`config.mk`:
```
export PLATFORM = sky130hd
export DESIGN_NAME = bus_pin_ctrl
export DESIGN_NICKNAME = d
export VERILOG_FILES = /design/src/rtl/bus_pkg.sv /design/src/rtl/din_sync.sv /design/src/rtl/bus_pin_ctrl.sv
export SDC_FILE = /design/constraint.sdc
export NUM_CORES = 1
export LEC_CHECK = 0
export CAP_MARGIN = 40
export CORE_MARGIN = 2
export CORE_UTILIZATION = 45
export CTS_BUF_LIST = sky130_fd_sc_hd__clkbuf_4 sky130_fd_sc_hd__clkbuf_8 sky130_fd_sc_hd__clkbuf_16
export DETAILED_ROUTE_END_ITERATION = 8
export PLACE_DENSITY = 0.93
export SLEW_MARGIN = 20
export SYNTH_ARGS = -nofsm -noshare
export SYNTH_HDL_FRONTEND = slang
export SYNTH_HIERARCHICAL = 1
export SYNTH_SLANG_ARGS = --single-unit
```
`constraint.sdc`:
```
create_clock -name clk -period 3.8 [get_ports clk]
set_input_delay 0.76 -clock clk [delete_from_list [all_inputs] [get_ports clk]]
set_output_delay 0.76 -clock clk [all_outputs]
set_load 0.01 [all_outputs]
```
`src/rtl/bus_pkg.sv`:
```
// Shared widths, FSM state encoding and din synchroniser latency for bus_pin_ctrl.
// SYNC_LAT follows BUS_DIN_SYNC_EN.
package bus_pkg;

  localparam int unsigned ADDR_W = 11;
  localparam int unsigned DATA_W = 4;

`ifdef BUS_DIN_SYNC_EN
  localparam int unsigned SYNC_LAT = 2;
`else
  localparam int unsigned SYNC_LAT = 0;
`endif

  typedef enum logic [1:0] {
    IDLE   = 2'd0,
    ACCESS = 2'd1,
    DONE   = 2'd2
  } state_t;

endpackage

```
`src/rtl/din_sync.sv`:
```
// Parameterised-width two-flop synchroniser for asynchronous input pins.
module din_sync #(
  parameter int unsigned WIDTH = 4
) (
  input  logic             clk,
  input  logic             rst_n,
  input  logic [WIDTH-1:0] d,
  output logic [WIDTH-1:0] q
);

  logic [WIDTH-1:0] meta;

  always_ff @(posedge clk or negedge rst_n) begin
    if (!rst_n) begin
      meta <= '0;
      q    <= '0;
    end else begin
      meta <= d;
      q    <= meta;
    end
  end

endmodule

```
`src/rtl/bus_pin_ctrl.sv`:
```
// Single-transaction bus unit between the CPU core and the external pins.
// Define BUS_DIN_SYNC_EN to route pin_din through a 2-flop synchroniser.
module bus_pin_ctrl
  import bus_pkg::*;
#(
  parameter int unsigned WAIT_CYCLES = 1
) (
  input  logic              clk,
  input  logic              rst_n,
  input  logic              cpu_req,
  input  logic              cpu_we,
  input  logic [ADDR_W-1:0] cpu_addr,
  input  logic [DATA_W-1:0] cpu_wdata,
  output logic [DATA_W-1:0] cpu_rdata,
  output logic              cpu_ready,
  output logic [ADDR_W-1:0] pin_addr,
  output logic              pin_rw,
  output logic [DATA_W-1:0] pin_dout,
  output logic [DATA_W-1:0] pin_oe,
  input  logic [DATA_W-1:0] pin_din
);

  localparam logic [4:0] CNT_LOAD = 5'(WAIT_CYCLES + SYNC_LAT);

  state_t            state_q, state_d;
  logic [4:0]        cnt_q, cnt_d;
  logic              we_q;
  logic              load;
  logic              capture;
  logic [DATA_W-1:0] din_s;

`ifdef BUS_DIN_SYNC_EN
  din_sync #(.WIDTH(DATA_W)) u_din_sync (
    .clk   (clk),
    .rst_n (rst_n),
    .d     (pin_din),
    .q     (din_s)
  );
`else
  assign din_s = pin_din;
`endif

  always_ff @(posedge clk or negedge rst_n) begin
    if (!rst_n) begin
      state_q <= IDLE;
      cnt_q   <= '0;
    end else begin
      state_q <= state_d;
      cnt_q   <= cnt_d;
    end
  end

  always_comb begin
    state_d = state_q;
    cnt_d   = cnt_q;
    load    = 1'b0;
    capture = 1'b0;
    case (state_q)
      IDLE: begin
        if (cpu_req) begin
          load    = 1'b1;
          cnt_d   = CNT_LOAD;
          state_d = ACCESS;
        end
      end
      ACCESS: begin
        if (cnt_q != 5'd0) begin
          cnt_d = cnt_q - 5'd1;
        end else begin
          capture = ~we_q;
          state_d = DONE;
        end
      end
      DONE:    state_d = IDLE;
      default: state_d = IDLE;
    endcase
  end

  always_ff @(posedge clk or negedge rst_n) begin
    if (!rst_n) begin
      pin_addr  <= '0;
      pin_dout  <= '0;
      we_q      <= 1'b0;
      cpu_rdata <= '0;
    end else begin
      if (load) begin
        pin_addr <= cpu_addr;
        pin_dout <= cpu_wdata;
        we_q     <= cpu_we;
      end
      if (capture) begin
        cpu_rdata <= din_s;
      end
    end
  end

  // Direction is decoded from state so reset releases the pins without waiting for a clock.
  assign pin_rw    = (state_q != IDLE) && we_q;
  assign pin_oe    = {DATA_W{pin_rw}};
  assign cpu_ready = (state_q == DONE);

endmodule
```
---- After elaboration in Yosys (flattened, before gate mapping) ----
Index checks and enable logic that the tools add are counted.
storage, ports and cells
  register bits ........................... 27
  latch bits .............................. 0
  bits in writable memories ............... 0
  ROM bits ................................ 0
  input bits .............................. 23
  output and inout port bits .............. 25
  word-level logic and storage cells ...... 30
  memories ................................ 0
cells by class
  add/subtract/negate cells ............... 1
  multipliers ............................. 0
  div/mod/pow operators ................... 0
  $lt $le $gt $ge ......................... 0
  equality and inequality tests ........... 5
  shifts and indexed selects .............. 0
  muxes and demuxes ....................... 10
  bitwise logic cells ..................... 1
  reductions and logical operators ........ 7
operators with widths
  operator               count
  $mux W5                2
  $pmux W5 S2            1
  $ne A2 B2 Y1 const B   3
  $reduce_bool A5 Y1     1
  $sub A5 B1 Y5 const B  1
  $mux W1                4
  $mux W2                2
  $pmux W2 S2            1
  $reduce_bool A2 Y1     2
  $reduce_and A3 Y1      1
  $eq A2 B1 Y1 const B   1
  $eq A2 B2 Y1 const B   1
  $logic_not A2 Y1       1
  $reduce_and A2 Y1      1
  $logic_and A1 B1 Y1    1
  $not A1 Y1             1

---- Logic depth before layout (Yosys ltp) ----
Gate-level depths: netlist of run 1.
  depth in word-level cells ............... 3
  mapped depth ............................ 5
  gate-level depth less buffers ........... 5

---- Least setup slack after synthesis of run 1 ----
No wires, ideal clock.
  kind .................................... register -> register
  start ................................... reg cnt_q[0]
  end ..................................... reg cpu_rdata[0]
  arrival ................................. 1.802 ns
  data required time ...................... 3.675 ns
  setup slack ............................. 1.873 ns
  cell stages (with the launch flop) ...... 6
  buffers on the path ..................... 0
  path through ............................ dfrtp_1 -> inv_1 -> ha_1 -> or4b_4 -> or3_4 -> mux2_4
on the way
  cells in the longest elaborated chain, start to end .. 3
RTL lines
  element                 line                RTL
  start, declared         bus_pin_ctrl.sv:26  logic [4:0] cnt_q, cnt_d;
  start signal, assigned  bus_pin_ctrl.sv:49  cnt_q <= cnt_d;
  $reduce_bool A5 Y1      bus_pin_ctrl.sv:67  if (cnt_q != 5'd0) begin
  $mux W1                 bus_pin_ctrl.sv:67
  $mux W1                 bus_pin_ctrl.sv:58  case (state_q)
  end signal, assigned    bus_pin_ctrl.sv:92  cpu_rdata <= din_s;
  end, declared           bus_pin_ctrl.sv:14  output logic [DATA_W-1:0] cpu_rdata,
No other way between the ends.
A chain may end at the register's enable or synchronous reset.

---- Worst setup path in the final report of run 1 ----
  start ................................... reg state_q[0]
  end ..................................... out pin_oe[3]
on the way
  cells in the longest elaborated chain, start to end .. 2
RTL lines
  element                 line                RTL
  start, declared         bus_pin_ctrl.sv:25  state_t state_q, state_d;
  start signal, assigned  bus_pin_ctrl.sv:48  state_q <= state_d;
  $reduce_bool A2 Y1      bus_pin_ctrl.sv:98  assign pin_rw = (state_q != IDLE) && we_q;
  $logic_and A1 B1 Y1     bus_pin_ctrl.sv:98
  end, declared           bus_pin_ctrl.sv:19  output logic [DATA_W-1:0] pin_oe,
No other way between the ends.

==> results of run 1 <==
state kept, by name, summed over array words and instances, names as in the netlist:
register / count
pin_addr: 11
cnt_q: 5
cpu_rdata: 4
pin_dout: 4
state_q: 2
we_q: 1
power groups by stage:
stage | combinational [W] | sequential (W) | clock [W]
after floorplan | 0.000359 | 0.000551 | 0
after global placement | 0.000692 | 0.000523 | 0
after detailed placement | 0.000717 | 0.000531 | 0
after CTS | 0.000722 | 0.000524 | 0.000131
after global routing | 0.000771 | 0.000544 | 0.000143
final | 0.000711 | 0.000524 | 0.000127
cell type report:
cell class | count | area share
flip-flops and latches | 27 | 0.406
repair buffers | 48 | 0.284
multi-input cells | 48 | 0.265
well taps | 30 | 0.0225
clock buffers | 4 | 0.0180
inverters | 2 | 0.00451
cell families after synthesis:
kind of cell    after synthesis
fa+ha+maj                     1
flops                        27
buf+inv                       8
simple gates                 17
mux                          23
compound gates                7
synthesized netlist by cell type, types with 2 or more instances:
library cell	count
inv_1	2
dfrtp_1	27
nand2b_1	4
mux2_4	4
mux2i_1	3
nand2_1	2
nor2_1	3
o21ai_0	4
nor2b_1	3
mux2_2	16
buf_4	4
routing by layer:
| layer | vias to the layer above | part of all wire | track usage |
|---|---|---|---|
| met1 | 370 | 0.42 | 0.229 |
| li1 | 374 | - | - |
| met2 | 32 | 0.50 | 0.260 |
| met5 | - | 0 | 0 |
| met3 | 0 | 0.078 | 0.0601 |
| met4 | 0 | 0 | 0.0500 |
through the flow:
step                      hold slack, ns  power, W  cells   util
final                              0.417   0.00136    159  0.678
after global placement             0.480   0.00121    155  0.668
after floorplan                    0.460  0.000910     83      -
after CTS                          0.435   0.00138    159  0.678
after detailed placement           0.495   0.00125    155  0.666
after global routing               0.458   0.00146    159  0.678
worst max-delay path, stage by stage, from the launching register on:
cell	delay, ns
dfrtp_1	0.52
nor2_1	0.10
nor2b_1	0.25
clkdlybuf4s50_1	0.59
worst max path at each step:
| stage | to | slack, ns | depth (start not counted) |
|---|---|---|---|
| after global placement | pin_addr[2]$_DFFE_PN0P_ | 1.60 | 4 |
| after global routing | pin_oe[0] | 1.06 | 3 |
| final | pin_oe[3] | 1.25 | 3 |
| after detailed placement | pin_dout[0]$_DFFE_PN0P_ | 1.58 | 4 |
| after CTS | pin_oe[3] | 1.22 | 3 |
| after floorplan | cpu_rdata[0]$_DFFE_PN0P_ | 1.87 | 5 |
==> flow_summary.ini, run 1 <==
[outcome]
outcome = completed

[die]
start_util = 0.474
die_height_um = 54.9
fp.dieArea_mm2 = 0.00301
floorplan.io_pins = 48
core.rowCount = 18
die_width_um = 54.9
core_mm2 = 0.00245

[cts]
inserted_clock_buffers = 3
cts-hold-fix-buffers = 0
cts_tree = done
cts-root-buf = clkbuf_4
cts.path.max_buffers = 2
htreeDepth = 1
cts_repair_resize_count = 0
cts_sinks = 27
clock_latency_ns = 0.32
clk_transition_reported_paths_ns = 0.14
post-cts-setup-buffer-count = 0

[grt]
globalRoute.totalOverflow = 0
grt_first_pass_wirelength_um = 3590
antenna_found_initial = 0
grt_max_degree = 28
track_usage = 0.171
grt_pass1_vias = 796

[timing]
setup_viol = 0
totalNegativeSetupSlack_ns = 0
finalCriticalPeriod_ns = 2.55
final.setup.worst_slack_ns = 1.25
slew_headroom = 0.616
tightestPinTransition_ns = 0.576
layout_worst_path_cycle_share = 0.670
timing.final.max_slew_violations = 0
setup_repair_after_global_routing_missed_its_margin = no
clock_skew_ns = 0.00246
finalHoldViolations = 0
achievable-frequency_mhz = 393

[yosys]
synthesis.yosys.warnings = 6
synth_top_cells_by_area = dfrtp_1, mux2_2, mux2_4, mux2i_1, buf_4
synth-edff-count = 0
synth.yosys.seq_area_share = 0.581
synth_area_per_cell_um2 = 14.0
synth_top_area_cell = dfrtp_1
synth.area.mux_share = 0.232
synth-async-reset-ratio = 1.00
synth_top_flop_cell = dfrtp_1
synth_adder_area_share = 0.0108
combinational_family_with_the_most_area_after_synthesis = multiplexers
post_synthesis_register_bit_count = 27
post_synth_inst_count = 83
synth_compound_area_frac = 0.0376
synthSimpleGateAreaFrac = 0.0989
synth.distinct_cells = 22
synth_fp_nets = 107
synth-xor-area-share = 0
synth.top_cell.area_share = 0.581
post_synthesis_instance_area_mm2 = 0.00116

[final_layout]
multi_input_area_um2 = 442
layout_commonest_cell = clkdlybuf4s50_1
seqCellArea_um2 = 676
final_layout_size_suffix_gt1_frac = 0.225
final_cell_area_mm2 = 0.00167
nets = 154
area_growth_syn_to_layout_pct = 43.1
fillCellCount = 184
insertedDiodeCount = 0
final_cell_mix = clkdlybuf4s50_1, dfrtp_1, mux2_2

[power_and_ir_drop]
power.static_leakage_nw = 0.719
netSwitchingPower_w = 0.000440
clkPwrFrac = 0.093
power_switching_share = 0.323
ir_drop_uv = 647
power.density_cell_area_mw_per_mm2 = 818
share_seq_of_total_power = 0.385
power_frac_comb = 0.522
cellInternalPower_w = 0.000922

[routing]
drc_violation_count_after_routing = 0
vias = 776
routed_wire_length_um = 2320
wire_per_inst_um = 14.6
via_per_instance_ratio = 4.88
drt-pass1-iter-count = 4
drtIter0Drc = 4
drt.antenna.violating_nets = 0

[setup_path]
timing.reg2reg.setup_slack_ns = 1.72
regToRegEndpoint = cpu_rdata[0]$_DFFE_PN0P_
timing_worst_setup_path_type = reg2out
crit_path_end_kind = output port
startpoint = state_q[0]$_DFFE_PN0P_
r2r_start = cnt_q[0]$_DFFE_PN0P_
cp_data_required_time_ns = 3.04
rr_worst_depth = 5
crit_fanout = 8
critPathArrivalTime_ns = 1.79
critical_path_startpoint_category = register

[place]
io_buffers = 47
finalWeightedCongestion = 0.785
place.detailed.hpwl_um = 1810
placed_area_mm2 = 0.00164
dp_slack_ns = 1.58

[run]
cap_viol_max_count = 0

[min_path]
hold_class = in2async
Note: power is estimated with default switching activity, not from simulation.
==> run 2, diff against run 1 <==
--- a/config.mk
+++ b/config.mk
@@ -7,10 +7,10 @@
 export LEC_CHECK = 0
 export CAP_MARGIN = 40
 export CORE_MARGIN = 2
-export CORE_UTILIZATION = 45
+export CORE_UTILIZATION = 42
 export CTS_BUF_LIST = sky130_fd_sc_hd__clkbuf_4 sky130_fd_sc_hd__clkbuf_8 sky130_fd_sc_hd__clkbuf_16
 export DETAILED_ROUTE_END_ITERATION = 8
-export PLACE_DENSITY = 0.93
+export PLACE_DENSITY = 0.89
 export SLEW_MARGIN = 20
 export SYNTH_ARGS = -nofsm -noshare
 export SYNTH_HDL_FRONTEND = slang
==> constraint.sdc (replaced) <==
create_clock -name clk -period 2.6 [get_ports clk]
set_input_delay 0.52 -clock clk [delete_from_list [all_inputs] [get_ports clk]]
set_output_delay 0.52 -clock clk [all_outputs]
set_load 0.01 [all_outputs]
==> flow_summary.ini, run 2 (same netlist as run 1, synthesis figures left out) <==
[final_layout]
fillCellCount = 218
final_cell_mix = clkdlybuf4s50_1, dfrtp_1, mux2_2
nets = 155
largest_reg_flops = 11
final_layout_size_suffix_gt1_frac = 0.223
layout_commonest_cell = clkdlybuf4s50_1
fin_cells = 161
regMostFlops = pin_addr
insertedDiodeCount = 0
reg.largest.list = pin_addr (11), cnt_q (5)
area_growth_syn_to_layout_pct = 44.3
layout.core_utilization = 0.625

[die]
core_mm2 = 0.00269
floorplan.io_pins = 48
die_height_um = 56.6
die_width_um = 56.6
core.rowCount = 19
start_util = 0.433
fp.dieArea_mm2 = 0.00321

[routing]
drc_violation_count_after_routing = 0
vias = 803
drt-pass1-iter-count = 2
via_per_instance_ratio = 4.99
wire_per_inst_um = 14.4
drtIter0Drc = 6
drt.antenna.violating_nets = 0
routed_wire_length_um = 2320

[grt]
globalRoute.totalOverflow = 0
antenna_found_initial = 0
track_usage = 0.159
grt_pass1_vias = 885
grt_first_pass_wirelength_um = 4030
grt_max_degree = 28

[setup_path]
critPathArrivalTime_ns = 1.80
cp_cell_sequence = nor2_1, nor2b_1, clkdlybuf4s50_1
cp_delay_by_family_top = buffers and inverters
critical_path.max_stage_delay_ns = 0.60
cp_data_required_time_ns = 2.08
timing_worst_setup_path_type = reg2out
crit_fanout = 8
critical_path_startpoint_category = register
crit_path_end_kind = output port
timing.critical_path.slowest_stage_cell = clkdlybuf4s50_1
worstPathBufferInverterCount = 1

[timing]
layout_worst_path_cycle_share = 0.892
slew_headroom = 0.780
achievable-frequency_mhz = 431
finalCriticalPeriod_ns = 2.32
finalHoldViolations = 0
clock_skew_ns = 0.0101
setup_viol = 0
setup_repair_after_global_routing_missed_its_margin = no
tightestPinTransition_ns = 0.330
totalNegativeSetupSlack_ns = 0
timing.final.max_slew_violations = 0

[cts]
htreeDepth = 1
inserted_clock_buffers = 3
cts_repair_resize_count = 0
cts-root-buf = clkbuf_4
cts.path.max_buffers = 2
clk_transition_reported_paths_ns = 0.14
post-cts-setup-buffer-count = 0
cts_sinks = 27
cts_tree = done
clock_latency_ns = 0.32
cts-hold-fix-buffers = 0

[power_and_ir_drop]
ir_drop_uv = 883
power.density_cell_area_mw_per_mm2 = 1180
power.static_leakage_nw = 0.719

[place]
place.detailed.hpwl_um = 1840
finalWeightedCongestion = 0.757
numPlacedInstances = 157
io_buffers = 47

[run]
cap_viol_max_count = 0

[outcome]
outcome = completed

[min_path]
hold_class = reg2reg
run 2: routing by layer:
layer,vias up,part of all wire,wire (um),track usage
met3,2,0.077,178,0.0438
li1,376,-,-,-
met1,393,0.43,992,0.199
met4,0,0.0047,11,0.0510
met5,-,0,0,0
met2,32,0.49,1140,0.264
run 2: final timing paths:
path                                    startpoint                        to  slack, ns  cells past startpoint
setup / recovery            state_q[0]$_DFFE_PN0P_                 pin_oe[1]       0.28                      3
hold / removal             pin_addr[0]$_DFFE_PN0P_   pin_addr[0]$_DFFE_PN0P_       0.53                      1
setup reg to reg              cnt_q[1]$_DFFE_PN0P_  cpu_rdata[2]$_DFFE_PN0P_       0.59                      5
hold reg to reg            pin_addr[0]$_DFFE_PN0P_   pin_addr[0]$_DFFE_PN0P_       0.53                      1
max in group asynchronous                    rst_n      cnt_q[3]$_DFFE_PN0P_       1.81                      2
min in group asynchronous                    rst_n   pin_dout[0]$_DFFE_PN0P_       0.54                      2
run 2: cell type report:
class                           count  area (um^2)  area share
Multi-Input combinational cell     48          442       0.263
Clock inverter                      1         7.51     0.00447
Tap cell                           31         38.8      0.0231
Sequential cell                    27          676       0.402
Timing Repair Buffer               49          485       0.289
Inverter                            2         7.51     0.00447
Clock buffer                        3         22.5      0.0134
run 2: worst reg2reg max path, cell delays in order (launching register included):
cell,delay [ns]
dfrtp_1,0.44
inv_1,0.07
ha_1,0.19
or4b_4,0.48
or3_4,0.42
mux2_4,0.31
run 2: per-stage QoR:
stage          worst slack [ns]  total power (W)  area (um^2)  hold slack (ns)
2_1_floorplan             0.673          0.00133         1160            0.224
3_3_place_gp              0.647          0.00179         1650            0.492
3_5_place_dp              0.605          0.00183         1650            0.499
4_1_cts                   0.238          0.00201         1680            0.533
5_1_grt                   0.107          0.00212         1680            0.546
6_report                  0.282          0.00199         1680            0.525
run 2: report_power, final:
group / switching [W] / leakage, nW / internal (W) / total (W)
Combinational: 0.000386 / 0.382 / 0.000659 / 0.00104
Clock: 0.000121 / 0.0139 / 0.0000587 / 0.000180
Sequential: 0.000142 / 0.323 / 0.000619 / 0.000762
Total: 0.000649 / 0.719 / 0.00134 / 0.00199
==> run 3, diff against run 2 <==
--- a/config.mk
+++ b/config.mk
@@ -6,11 +6,13 @@
 export NUM_CORES = 1
 export LEC_CHECK = 0
 export CAP_MARGIN = 40
+export CELL_PAD_IN_SITES_DETAIL_PLACEMENT = 1
+export CELL_PAD_IN_SITES_GLOBAL_PLACEMENT = 1
 export CORE_MARGIN = 2
-export CORE_UTILIZATION = 42
+export CORE_UTILIZATION = 32
 export CTS_BUF_LIST = sky130_fd_sc_hd__clkbuf_4 sky130_fd_sc_hd__clkbuf_8 sky130_fd_sc_hd__clkbuf_16
 export DETAILED_ROUTE_END_ITERATION = 8
-export PLACE_DENSITY = 0.89
+export PLACE_DENSITY = 0.87
 export SLEW_MARGIN = 20
 export SYNTH_ARGS = -nofsm -noshare
 export SYNTH_HDL_FRONTEND = slang
==> flow_summary.ini, run 3 (same netlist as run 1, synthesis figures left out) <==
[cts]
cts-root-buf = clkbuf_4
post-cts-setup-buffer-count = 0
cts_sinks = 27
cts.path.max_buffers = 2
cts-hold-fix-buffers = 0
clock_latency_ns = 0.32
cts_tree = done
htreeDepth = 1
inserted_clock_buffers = 3
clk_transition_reported_paths_ns = 0.14
cts_repair_resize_count = 0

[setup_path]
critPathArrivalTime_ns = 1.83
critical_path_startpoint_category = register
crit_fanout = 8
cp_delay_by_family_top = buffers and inverters
critical_path.max_stage_delay_ns = 0.61
cp_data_required_time_ns = 2.08
timing.critical_path.slowest_stage_cell = clkdlybuf4s50_1
timing_worst_setup_path_type = reg2out
cp_cell_sequence = nor2_1, nor2b_1, clkdlybuf4s50_1
timing.reg2reg.setup_slack_ns = 0.51
worstPathBufferInverterCount = 1
crit_path_end_kind = output port

[timing]
tightestPinTransition_ns = 0.354
finalHoldViolations = 0
clock_skew_ns = 0.00408
layout_worst_path_cycle_share = 0.905
slew_headroom = 0.764
setup_viol = 0
setup_repair_after_global_routing_missed_its_margin = no
timing.final.max_slew_violations = 0
hold_ws_ns = 0.532
achievable-frequency_mhz = 425
finalCriticalPeriod_ns = 2.35
totalNegativeSetupSlack_ns = 0

[power_and_ir_drop]
netSwitchingPower_w = 0.000672
clkPwrFrac = 0.089
power_frac_comb = 0.527
power.density_cell_area_mw_per_mm2 = 1180
cellInternalPower_w = 0.00134
power.static_leakage_nw = 0.723
total_power_w = 0.00201
share_seq_of_total_power = 0.384
ir_drop_uv = 482
power_switching_share = 0.335

[place]
place.detailed.hpwl_um = 2050
finalWeightedCongestion = 0.688
placed_area_mm2 = 0.00167
io_buffers = 47

[die]
fp.dieArea_mm2 = 0.00413
core_mm2 = 0.00342
floorplan.io_pins = 48
core.rowCount = 21
die_height_um = 64.3
die_width_um = 64.3
start_util = 0.341

[final_layout]
largest_reg_flops = 11
area_growth_syn_to_layout_pct = 45.7
layout_commonest_cell = clkdlybuf4s50_1
regMostFlops = pin_addr
reg.largest.list = pin_addr (11), cnt_q (5)
final_layout_size_suffix_gt1_frac = 0.223
insertedDiodeCount = 0
nets = 155
final_cell_area_mm2 = 0.00170
final_cell_mix = clkdlybuf4s50_1, dfrtp_1, mux2_2

[routing]
drt-pass1-iter-count = 3
drtIter0Drc = 12
vias = 825
via_per_instance_ratio = 4.69
wire_per_inst_um = 15.3
routed_wire_length_um = 2690
drt.antenna.violating_nets = 0
drc_violation_count_after_routing = 0

[grt]
grt_max_degree = 28
grt_pass1_vias = 939
globalRoute.totalOverflow = 0
antenna_found_initial = 0
track_usage = 0.135
grt_first_pass_wirelength_um = 4350

[outcome]
outcome = completed

[min_path]
hold_class = reg2reg

[run]
cap_viol_max_count = 0
==> run 3: layout make-up <==
class	instances	area [um^2]
Sequential cell	27	676
Tap cell	46	57.6
Inverter	2	7.51
Multi-Input combinational cell	48	442
Fill cell	361	1720
Clock inverter	1	5.00
Clock buffer	3	22.5
Timing Repair Buffer	49	485
==> run 3: path summary, 6_finish.rpt <==
| path | startpoint | to | cells after the start |
|---|---|---|---|
| worst min register to register | pin_addr[7]$_DFFE_PN0P_ | pin_addr[7]$_DFFE_PN0P_ | 1 |
| worst max-delay path | state_q[0]$_DFFE_PN0P_ | pin_oe[3] | 3 |
| min in group asynchronous | rst_n | pin_addr[3]$_DFFE_PN0P_ | 2 |
| max in group asynchronous | rst_n | cnt_q[0]$_DFFE_PN0P_ | 2 |
| worst max register to register | cnt_q[0]$_DFFE_PN0P_ | cpu_rdata[0]$_DFFE_PN0P_ | 5 |
| worst min-delay path | pin_addr[7]$_DFFE_PN0P_ | pin_addr[7]$_DFFE_PN0P_ | 1 |
==> run 3: metrics by stage <==
stage                     std cells  utilization  setup slack [ns]
after floorplan                  83            -             0.673
after global placement          172        0.488             0.599
after detailed placement        172        0.488             0.513
after CTS                       176        0.496             0.195
after global routing            176        0.496            0.0888
final                           176        0.496             0.248
==> run 3: power by group through the flow <==
stage	Sequential, W	Clock, W	Combinational, W
final	0.000770	0.000180	0.00106
after global routing	0.000800	0.000208	0.00114
after CTS	0.000772	0.000190	0.00108
after detailed placement	0.000777	0	0.00107
after global placement	0.000765	0	0.00103
after floorplan	0.000806	0	0.000525
==> run 3: routing by layer <==
metal | global-route usage | routed length, um | share of wire
met5 | 0 | 0 | 0
met2 | 0.241 | 1350 | 0.50
met4 | 0.0399 | 17 | 0.0063
met3 | 0.0493 | 257 | 0.096
met1 | 0.149 | 1060 | 0.40
